[src/rtl/register_bank_inc.sv]
// Bank of NUM_REGS counters fed from the C bus. Each register can be loaded,
// incremented or decremented on its own, and raises a one-cycle wrap/clamp pulse.
module register_bank_inc #(
  parameter int                 WIDTH     = 16,
  parameter int                 NUM_REGS  = 8,
  parameter logic [WIDTH-1:0]   RESET_VAL = '0,
  parameter int                 WRAP_MODE = 1,
  localparam int                AW        = (NUM_REGS > 1) ? $clog2(NUM_REGS) : 1
) (
  input  logic                clk,
  input  logic                rst_n,
  input  logic [WIDTH-1:0]    c_bus_in,
  input  logic [NUM_REGS-1:0] wr_sel,
  input  logic [NUM_REGS-1:0] inc_sel,
  input  logic [NUM_REGS-1:0] dec_sel,
  input  logic [AW-1:0]       rd_addr,
  output logic [WIDTH-1:0]    rd_data,
  output logic [NUM_REGS-1:0] zero_flags,
  output logic [NUM_REGS-1:0] wrap_evt
);

  localparam logic [WIDTH:0] ONE_EXT      = {{WIDTH{1'b0}}, 1'b1};
  localparam logic [AW:0]    NUM_REGS_EXT = (AW+1)'(NUM_REGS);
  localparam bit             SATURATE     = (WRAP_MODE == 0);

  logic [WIDTH-1:0]    r_regs    [NUM_REGS];
  logic [NUM_REGS-1:0] r_wrapEvt;

  logic [WIDTH:0]      w_incSum  [NUM_REGS];
  logic [WIDTH:0]      w_decDiff [NUM_REGS];
  logic [WIDTH-1:0]    w_next    [NUM_REGS];
  logic [NUM_REGS-1:0] w_evt;

  // The extra top bit of each sum/difference is the carry or borrow that flags the boundary.
  always_comb begin
    w_evt = '0;
    for (int i = 0; i < NUM_REGS; i++) begin
      w_incSum[i]  = {1'b0, r_regs[i]} + ONE_EXT;
      w_decDiff[i] = {1'b0, r_regs[i]} - ONE_EXT;
      w_next[i]    = r_regs[i];
      if (wr_sel[i]) begin
        w_next[i] = c_bus_in;
      end else if (inc_sel[i] && !dec_sel[i]) begin
        w_evt[i] = w_incSum[i][WIDTH];
        if (!(SATURATE && w_incSum[i][WIDTH])) begin
          w_next[i] = w_incSum[i][WIDTH-1:0];
        end
      end else if (dec_sel[i] && !inc_sel[i]) begin
        w_evt[i] = w_decDiff[i][WIDTH];
        if (!(SATURATE && w_decDiff[i][WIDTH])) begin
          w_next[i] = w_decDiff[i][WIDTH-1:0];
        end
      end
    end
  end

  always_ff @(posedge clk) begin
    if (!rst_n) begin
      for (int i = 0; i < NUM_REGS; i++) begin
        r_regs[i] <= RESET_VAL;
      end
      r_wrapEvt <= '0;
    end else begin
      for (int i = 0; i < NUM_REGS; i++) begin
        r_regs[i] <= w_next[i];
      end
      r_wrapEvt <= w_evt;
    end
  end

  // Out-of-range read addresses return zero rather than aliasing a real register.
  always_comb begin
    rd_data = '0;
    if ({1'b0, rd_addr} < NUM_REGS_EXT) begin
      rd_data = r_regs[rd_addr];
    end
  end

  always_comb begin
    zero_flags = '0;
    for (int i = 0; i < NUM_REGS; i++) begin
      zero_flags[i] = (r_regs[i] == '0);
    end
  end

  assign wrap_evt = r_wrapEvt;

endmodule

[config.mk]
export PLATFORM = sky130hd
export DESIGN_NAME = register_bank_inc
export DESIGN_NICKNAME = d
export VERILOG_FILES = /design/src/rtl/register_bank_inc.sv
export SDC_FILE = /design/constraint.sdc
export NUM_CORES = 1
export LEC_CHECK = 0
export CAP_MARGIN = 40
export CELL_PAD_IN_SITES_DETAIL_PLACEMENT = 0
export CELL_PAD_IN_SITES_GLOBAL_PLACEMENT = 2
export CORE_ASPECT_RATIO = 0.5
export CORE_MARGIN = 10
export CORE_UTILIZATION = 40
export CTS_BUF_LIST = sky130_fd_sc_hd__clkbuf_8
export DETAILED_ROUTE_END_ITERATION = 8
export GPL_ROUTABILITY_DRIVEN = 0
export PLACE_DENSITY = 0.89
export SYNTH_ARGS = -nofsm -noshare
export SYNTH_HDL_FRONTEND = slang
export SYNTH_SLANG_ARGS = --single-unit
[constraint.sdc]
create_clock -name clk -period 6 [get_ports clk]
set_clock_uncertainty 0.2 [all_clocks]
set_input_delay 0.9 -clock clk [delete_from_list [all_inputs] [get_ports clk]]
set_output_delay 0.9 -clock clk [all_outputs]
set_load 0.005 [all_outputs]
Word-level counts from Yosys, hierarchy flattened
Memories as Yosys holds them, arrays and structs flattened.
Index checks and enable logic that the tools add are counted.
{ "totals": {"reg_bits": 8, "ramBits": 128, "out_inout_bits": 32, "word_cells": 132, "n_memories": 1} }
{ "op_classes": {"n_addsub": 16, "mux": 50, "bitwise_logic": 9, "reduce_logical": 48} }
{ "mem_list": {"columns": ["name", "words", "word_bits", "rd", "rd_clocked_by_memory_dff", "write_ports", "line", "source"], "rows": [
  ["r_regs", 8, 16, 9, 0, 8, "26", "logic [WIDTH-1:0] r_regs [NUM_REGS];"]
]} }
{ "ops": {"columns": ["op", "count"], "rows": [
  ["2-to-1 mux 16 bit", 32],
  ["adder 16 x 1 -> 17 bit (second input constant)", 8],
  ["subtractor 16 x 1 -> 17 bit (second input constant)", 8],
  ["zero test 16 bit", 8],
  ["2-to-1 mux 1 bit", 18],
  ["logical AND 1 bit", 16],
  ["zero test 1 bit", 16],
  ["OR reduction 2 bit", 8],
  ["OR 1 bit", 8],
  ["NOT 1 bit", 1]
]} }

Longest topological paths before layout
Gate-level depths: netlist (run 1).
{ "logic_depth": {"word_depth": 6, "ltp_mapped": 8, "ltp_nobuf": 7} }

Least setup slack after synthesis (run 1)
OpenSTA, ideal clock, no wires.
{ "synth_timing": {"path_type": "input-to-output", "startpoint": "in rd_addr[0]", "endpoint": "out rd_data[2]", "arrival_ns": 2.519, "required_ns": 4.900, "setup_slack_ns": 2.381, "stages": 4, "path_buffers": 2, "path_cell_list": "clkbuf_1 -> buf_1 -> mux4_1 -> mux2_2"} }
{ "synth_between": {"elab_chain_cells": 1} }
{ "synth_rtl": {"columns": ["item", "line", "source"], "rows": [
  ["from (decl)", "16", "input logic [AW-1:0] rd_addr,"],
  ["memory (8 x 16 bit)", null, null],
  ["to (decl)", "17", "output logic [WIDTH-1:0] rd_data,"]
]} }
No other way between the ends.

Worst setup path after layout (run 1)
{ "layout_timing": {"startpoint": "in rd_addr[1]", "endpoint": "out rd_data[3]"} }
The elaborated chain is that of the path after synthesis.

==> metrics.txt, run 1 <==
Mapped Nets 1439; Core ar. 26640 sq um; Critical path origin rd_addr[1]; vias 11310; Hold Crit Start r_regs[2][14]; post-layout worst setup margin 1.663 ns; Reg-to-Reg Start r_regs[7][2]; root buf cell clkbuf_8; worst hold slack 0.3574 ns; mapped cell area 10900 sq um; Area after DPL 11690 sq um; wire length on met1 18240 microns; commonest non-fill, non-tap cell in the layout dfxtp_1; Final Hold Viols 0; P per Cell Area 215.4 nW/um^2; Cells after DPL 1701; CP max stage cell clkdlybuf4s50_1; VDD IR-drop max 0.0001628 V; post-route clock period utilization 0.7229; met2 routed WL 19150 microns; Final HPWL DP 31310 microns; Achievable Freq 230.5 MHz; number of port buffers 76; max-slew violation count 0; outcome completed; MaxCap Viol Count 0; CP max stage delay 0.79 ns; Synth Flop Type dfxtp_1; cts-stage hold buffer count 0; most frequent cells in the layout dfxtp_1 (136), nor2_1 (101), nand2_1 (92); final setup vio count 0; critical path class input pin to output port; synth unique cells 89; Async S/R FF share, synth 0; RSZ-0062 raised after global routing no; I/O pin cnt 77; maximum clock insertion buffer count 2; die area 34650 sq um; Slew @ Worst Pin 0.9467 ns; Most Frequent Cell on Critical Path clkdlybuf4s50_1; Final Non-Filler Cells 1734; drt total wl 42970 microns; CTS clock-pin slew for the worst setup and hold paths 0.08 ns; PostCTS Resize Cnt 0; number of flops mapped to enable cells by yosys 0; Total Nets Final 1429; fin crit period 4.337 ns; max layer used met4; antenna viol nets, final 0; Seq/Total Area, Yosys 0.2498; met3 wire length 4318 microns; Worst EP required 4.90 ns; H-tree lvl count 4; Slew HR 0.3676; post-placement setup slack 1.658 ns; Fin Setup TNS 0 ns; Syn Area/Cell 7.909 sq um; vias per inst 6.524; CTS tree yes; layout cells sized above 1 0.08841; Residual DRC 0; signal arrival time at the worst endpoint 3.24 ns; total track usage 0.2442; startpoint types input pin; Setup Buffers After CTS 0; static leakage 4.172 nW; # rows 42; crit path max fanout 23; largest net degree at the start of global routing 70; initial antenna violation count 2; synthesized flop and latch total 136; Overflow after GRT 0; cells along the critical path clkdlybuf4s50_1 > buf_4 > mux4_2 > mux2_2 > clkdlybuf4s50_1; TritonCTS sink count 136; final core utilization 0.4525; Critical Path End Type output port; Die W 253.4 microns; first-pass GRT wire length 64650 microns; number of global-route vias before repair 10250; Area growth, synth to finish 10.62%; post-DR wirelength/cell 24.78 microns; CTS buffer count 17; post-route design area 12060 sq um; worst-skew pair later-pin latency 0.50 ns; Pwr Total 2.597 mW; Yosys Warn Count 0; Starting Density 0.4090; Cells after Synth 1378; floorplan die height 136.7 microns; worst hold path type flop to flop; DR iter-0 viols 1812; DRT Pass-1 Iters 6
==> worst max-delay path, delay by kind of cell <==
kind,cells,cell delay [ns]
multiplexers,2,0.65
buffers and inverters,3,1.68
==> cells in the mapped netlist, types with 6 or more instances <==
library cell  instances  area, sq um
dfxtp_1             136         2723
nor2_1              101        379.1
clkbuf_1             97        364.1
nand2_1              92        345.3
nand3_1              86        430.4
a21oi_1              76        380.4
o21ai_0              70        350.3
xnor2_1              59        516.8
nor3_1               54        270.3
inv_1                45        168.9
nand4_1              44        275.3
nor4_1               38        237.7
mux2i_1              31        310.3
mux4_2               31        698.2
or3_1                29        181.4
and3_1               25        156.4
a32oi_1              20        175.2
xor2_1               20        175.2
mux2_2               18        202.7
nor2b_1              18        112.6
o211ai_1             18        135.1
a211oi_1             16        120.1
ha_1                 16        200.2
nand2b_1             14        87.58
o22ai_1              14        87.58
a22oi_1              13        97.59
and4_1               13        113.9
or4_1                12        90.09
nand3b_1             10        75.07
nand4b_1             10        87.58
a31oi_1               9        56.30
and2_1                9        56.30
or2_2                 9        56.30
and4b_1               8        80.08
buf_1                 7        26.28
buf_6                 6        67.56
nor3b_1               6        45.04
==> registers in the layout, summed over array words and instances (netlist names) <==
register and cells:
r_regs 128, wrap_evt 8
==> cell type report <==
| class | count | area (sq um) |
|---|---|---|
| well taps | 352 | 440.4 |
| clock inverters | 9 | 61.31 |
| diodes | 2 | 5.005 |
| inverters | 46 | 172.7 |
| fillers | 2618 | 14590 |
| clock buffers | 22 | 302.8 |
| multi-input cells | 1080 | 7495 |
| repair buffers | 87 | 855.8 |
| flip-flops and latches | 136 | 2723 |
==> logic make-up after synthesis <==
family / count (synthesis) / synth area share
compound gates: 295 / 0.1808
simple gates: 609 / 0.3115
fa+ha+maj: 16 / 0.01837
flops: 136 / 0.2498
mux: 81 / 0.1135
xor+xnor: 79 / 0.06349
buf+inv: 162 / 0.06246
==> power by group <==
part	total (mW)	internal, mW	switching (mW)
registers	1.16	0.972	0.187
logic	0.677	0.309	0.368
clock network	0.761	0.370	0.391
==> path summary, 6_finish.rpt <==
| kind | to | slack (ns) | cells after the start |
|---|---|---|---|
| setup / recovery | rd_data[3] | 1.66 | 5 |
| hold / removal | r_regs[2][14] | 0.36 | 2 |
| setup reg to reg | r_regs[7][15] | 3.42 | 5 |
| hold reg to reg | r_regs[2][14] | 0.36 | 2 |
==> routing by layer <==
layer | track usage | vias to the layer above
li1 | - | 5173
met3 | 0.06171 | 74
met5 | 0 | -
met1 | 0.3182 | 5496
met4 | 0.08913 | 0
met2 | 0.3854 | 569
(Power assumes the default switching activity.)
==> run 2: changes to the inputs <==
--- a/config.mk
+++ b/config.mk
@@ -10,11 +10,11 @@
 export CELL_PAD_IN_SITES_GLOBAL_PLACEMENT = 2
 export CORE_ASPECT_RATIO = 0.5
 export CORE_MARGIN = 10
-export CORE_UTILIZATION = 40
+export CORE_UTILIZATION = 37
 export CTS_BUF_LIST = sky130_fd_sc_hd__clkbuf_8
 export DETAILED_ROUTE_END_ITERATION = 8
 export GPL_ROUTABILITY_DRIVEN = 0
-export PLACE_DENSITY = 0.89
+export PLACE_DENSITY = 0.83
 export SYNTH_ARGS = -nofsm -noshare
 export SYNTH_HDL_FRONTEND = slang
 export SYNTH_SLANG_ARGS = --single-unit
==> constraint.sdc (replaced) <==
create_clock -name clk -period 4.1 [get_ports clk]
set_clock_uncertainty 0.2 [all_clocks]
set_input_delay 0.615 -clock clk [delete_from_list [all_inputs] [get_ports clk]]
set_output_delay 0.615 -clock clk [all_outputs]
set_load 0.005 [all_outputs]
==> metrics.txt, run 2 (synthesis results as in run 1) <==
outcome completed; Achievable Freq 268.9 MHz; P per Cell Area 314.9 nW/um^2 (+46%); Fin Setup TNS 0 ns (unchanged); commonest non-fill, non-tap cell in the layout dfxtp_1; startpoint types flop; Starting Density 0.3756 (-0.03341); die area 37140 sq um (+7.2%); Slew @ Worst Pin 0.9984 ns (+0.05170 ns); post-layout worst setup margin 0.3809 ns (-1.282 ns); number of port buffers 76 (unchanged); max reg flops 128 (unchanged); DRT Pass-1 Iters 7 (+1); cells along the critical path or4_1 > or2_1 > nor4b_2 > clkdlybuf4s50_1; Residual DRC 0 (unchanged); Fillers 2911 (+11%); crit path max fanout 12 (-48%); maximum clock insertion buffer count 2 (unchanged); CTS clock-pin slew for the worst setup and hold paths 0.09 ns (about the same); MaxCap Viol Count 0 (unchanged); worst-skew pair later-pin latency 0.50 ns (about the same); Core ar. 29010 sq um (+8.9%); cell family with most CP delay simple AND/OR/NAND/NOR gates; Final Non-Filler Cells 1781 (+2.7%); drt total wl 42500 microns (-1.1%); DR iter-0 viols 1718 (-5.2%); largest net degree at the start of global routing 45 (-36%); antenna viol nets, final 0 (unchanged); CP max stage cell or4_1; H-tree lvl count 4 (unchanged); cts-stage hold buffer count 0 (unchanged); max-slew violation count 0 (unchanged); post-DR wirelength/cell 23.86 microns (-3.7%); Worst EP required 3.28 ns (-1.62 ns); worst hold slack 0.3633 ns (+0.005942 ns); post-placement setup slack 0.6483 ns (-1.010 ns); I/O pin cnt 77 (unchanged); CTS tree yes; Cells after DPL 1748 (+2.8%); final setup vio count 0 (unchanged); r2r setup slk 1.44 ns (-1.98 ns); Slew HR 0.3296 (-0.03795); CTS buffer count 17 (unchanged); vias 11300 (-0.071%); RSZ-0062 raised after global routing no; WP depth 4 (-1); CP max stage delay 0.69 ns (-0.10 ns); fin crit period 3.719 ns; number of cells on the worst hold path 2 (unchanged); static leakage 4.203 nW (+0.74%); Overflow after GRT 0 (unchanged); Setup Buffers After CTS 0 (unchanged); most frequent cells in the layout dfxtp_1 (136), nor2_1 (101), nand2_1 (92); Total Nets Final 1438 (+0.63%); root buf cell clkbuf_8; VDD IR-drop max 0.0002340 V (+44%); floorplan die height 141.4 microns (+3.4%); critical path class flop to output port; total track usage 0.2219 (-0.02236); Die W 262.7 microns (+3.7%); worst hold path type input pin to flop; Critical Path End Type output port; Top reg by flops r_regs; layout cells sized above 1 0.09712 (+0.008717); first-pass GRT wire length 64650 microns (about the same); Final Hold Viols 0 (unchanged); initial antenna violation count 0 (-2); Area growth, synth to finish 11.76%; signal arrival time at the worst endpoint 2.90 ns (-0.34 ns); R2R cell count 6 (+1); diode count 0 (-2); TritonCTS sink count 136 (unchanged); Worst Path Buf+Inv 1 (-2); vias per inst 6.347 (-2.7%); PostCTS Resize Cnt 0 (unchanged); number of global-route vias before repair 10320 (+0.72%); Final HPWL DP 30700 microns (-2.0%); # rows 44 (+4.8%); post-route clock period utilization 0.9071
==> run 2: worst paths after layout <==
kind,start,end
worst max-delay path,r_regs[4][2],zero_flags[4]
worst min-delay path,rst_n,r_regs[2][9]
worst max register to register,r_regs[1][0],r_regs[1][14]
worst min register to register,r_regs[6][15],wrap_evt[6]
==> run 2: area by class of cell <==
cell class              count  area (sq um)  area share
multi-input cells        1080          7495      0.6154
flip-flops and latches    136          2723      0.2235
repair buffers             96         928.4     0.07623
well taps                 391         489.2     0.04017
clock buffers              21         289.0     0.02373
inverters                  46         172.7     0.01418
clock inverters            11         82.58    0.006780
==> run 2: stage by stage <==
step / total power [mW] / cell area [sq um] / util
after detailed placement: 2.690 / 11800 / 0.4067
after global routing: 4.019 / 12180 / 0.4198
after global placement: 2.679 / 11790 / 0.4065
after CTS: 3.827 / 12170 / 0.4195
after floorplan: 2.300 / 10900 / -
final: 3.835 / 12180 / 0.4198
==> run 2: layer usage <==
metal | GRT usage | share of wire | wire length [microns] | vias to the layer above
li1 | - | - | - | 5189
met1 | 0.3094 | 0.46 | 19390 | 5487
met2 | 0.3403 | 0.43 | 18400 | 554
met3 | 0.03836 | 0.083 | 3529 | 74
met4 | 0.07231 | 0.028 | 1176 | 0
met5 | 0 | 0 | 0 | -
==> run 2: power by group <==
| group | switching [mW] | internal [mW] |
|---|---|---|
| registers | 0.269 | 1.42 |
| logic | 0.540 | 0.460 |
| clock network | 0.612 | 0.531 |
| total | 1.42 | 2.41 |
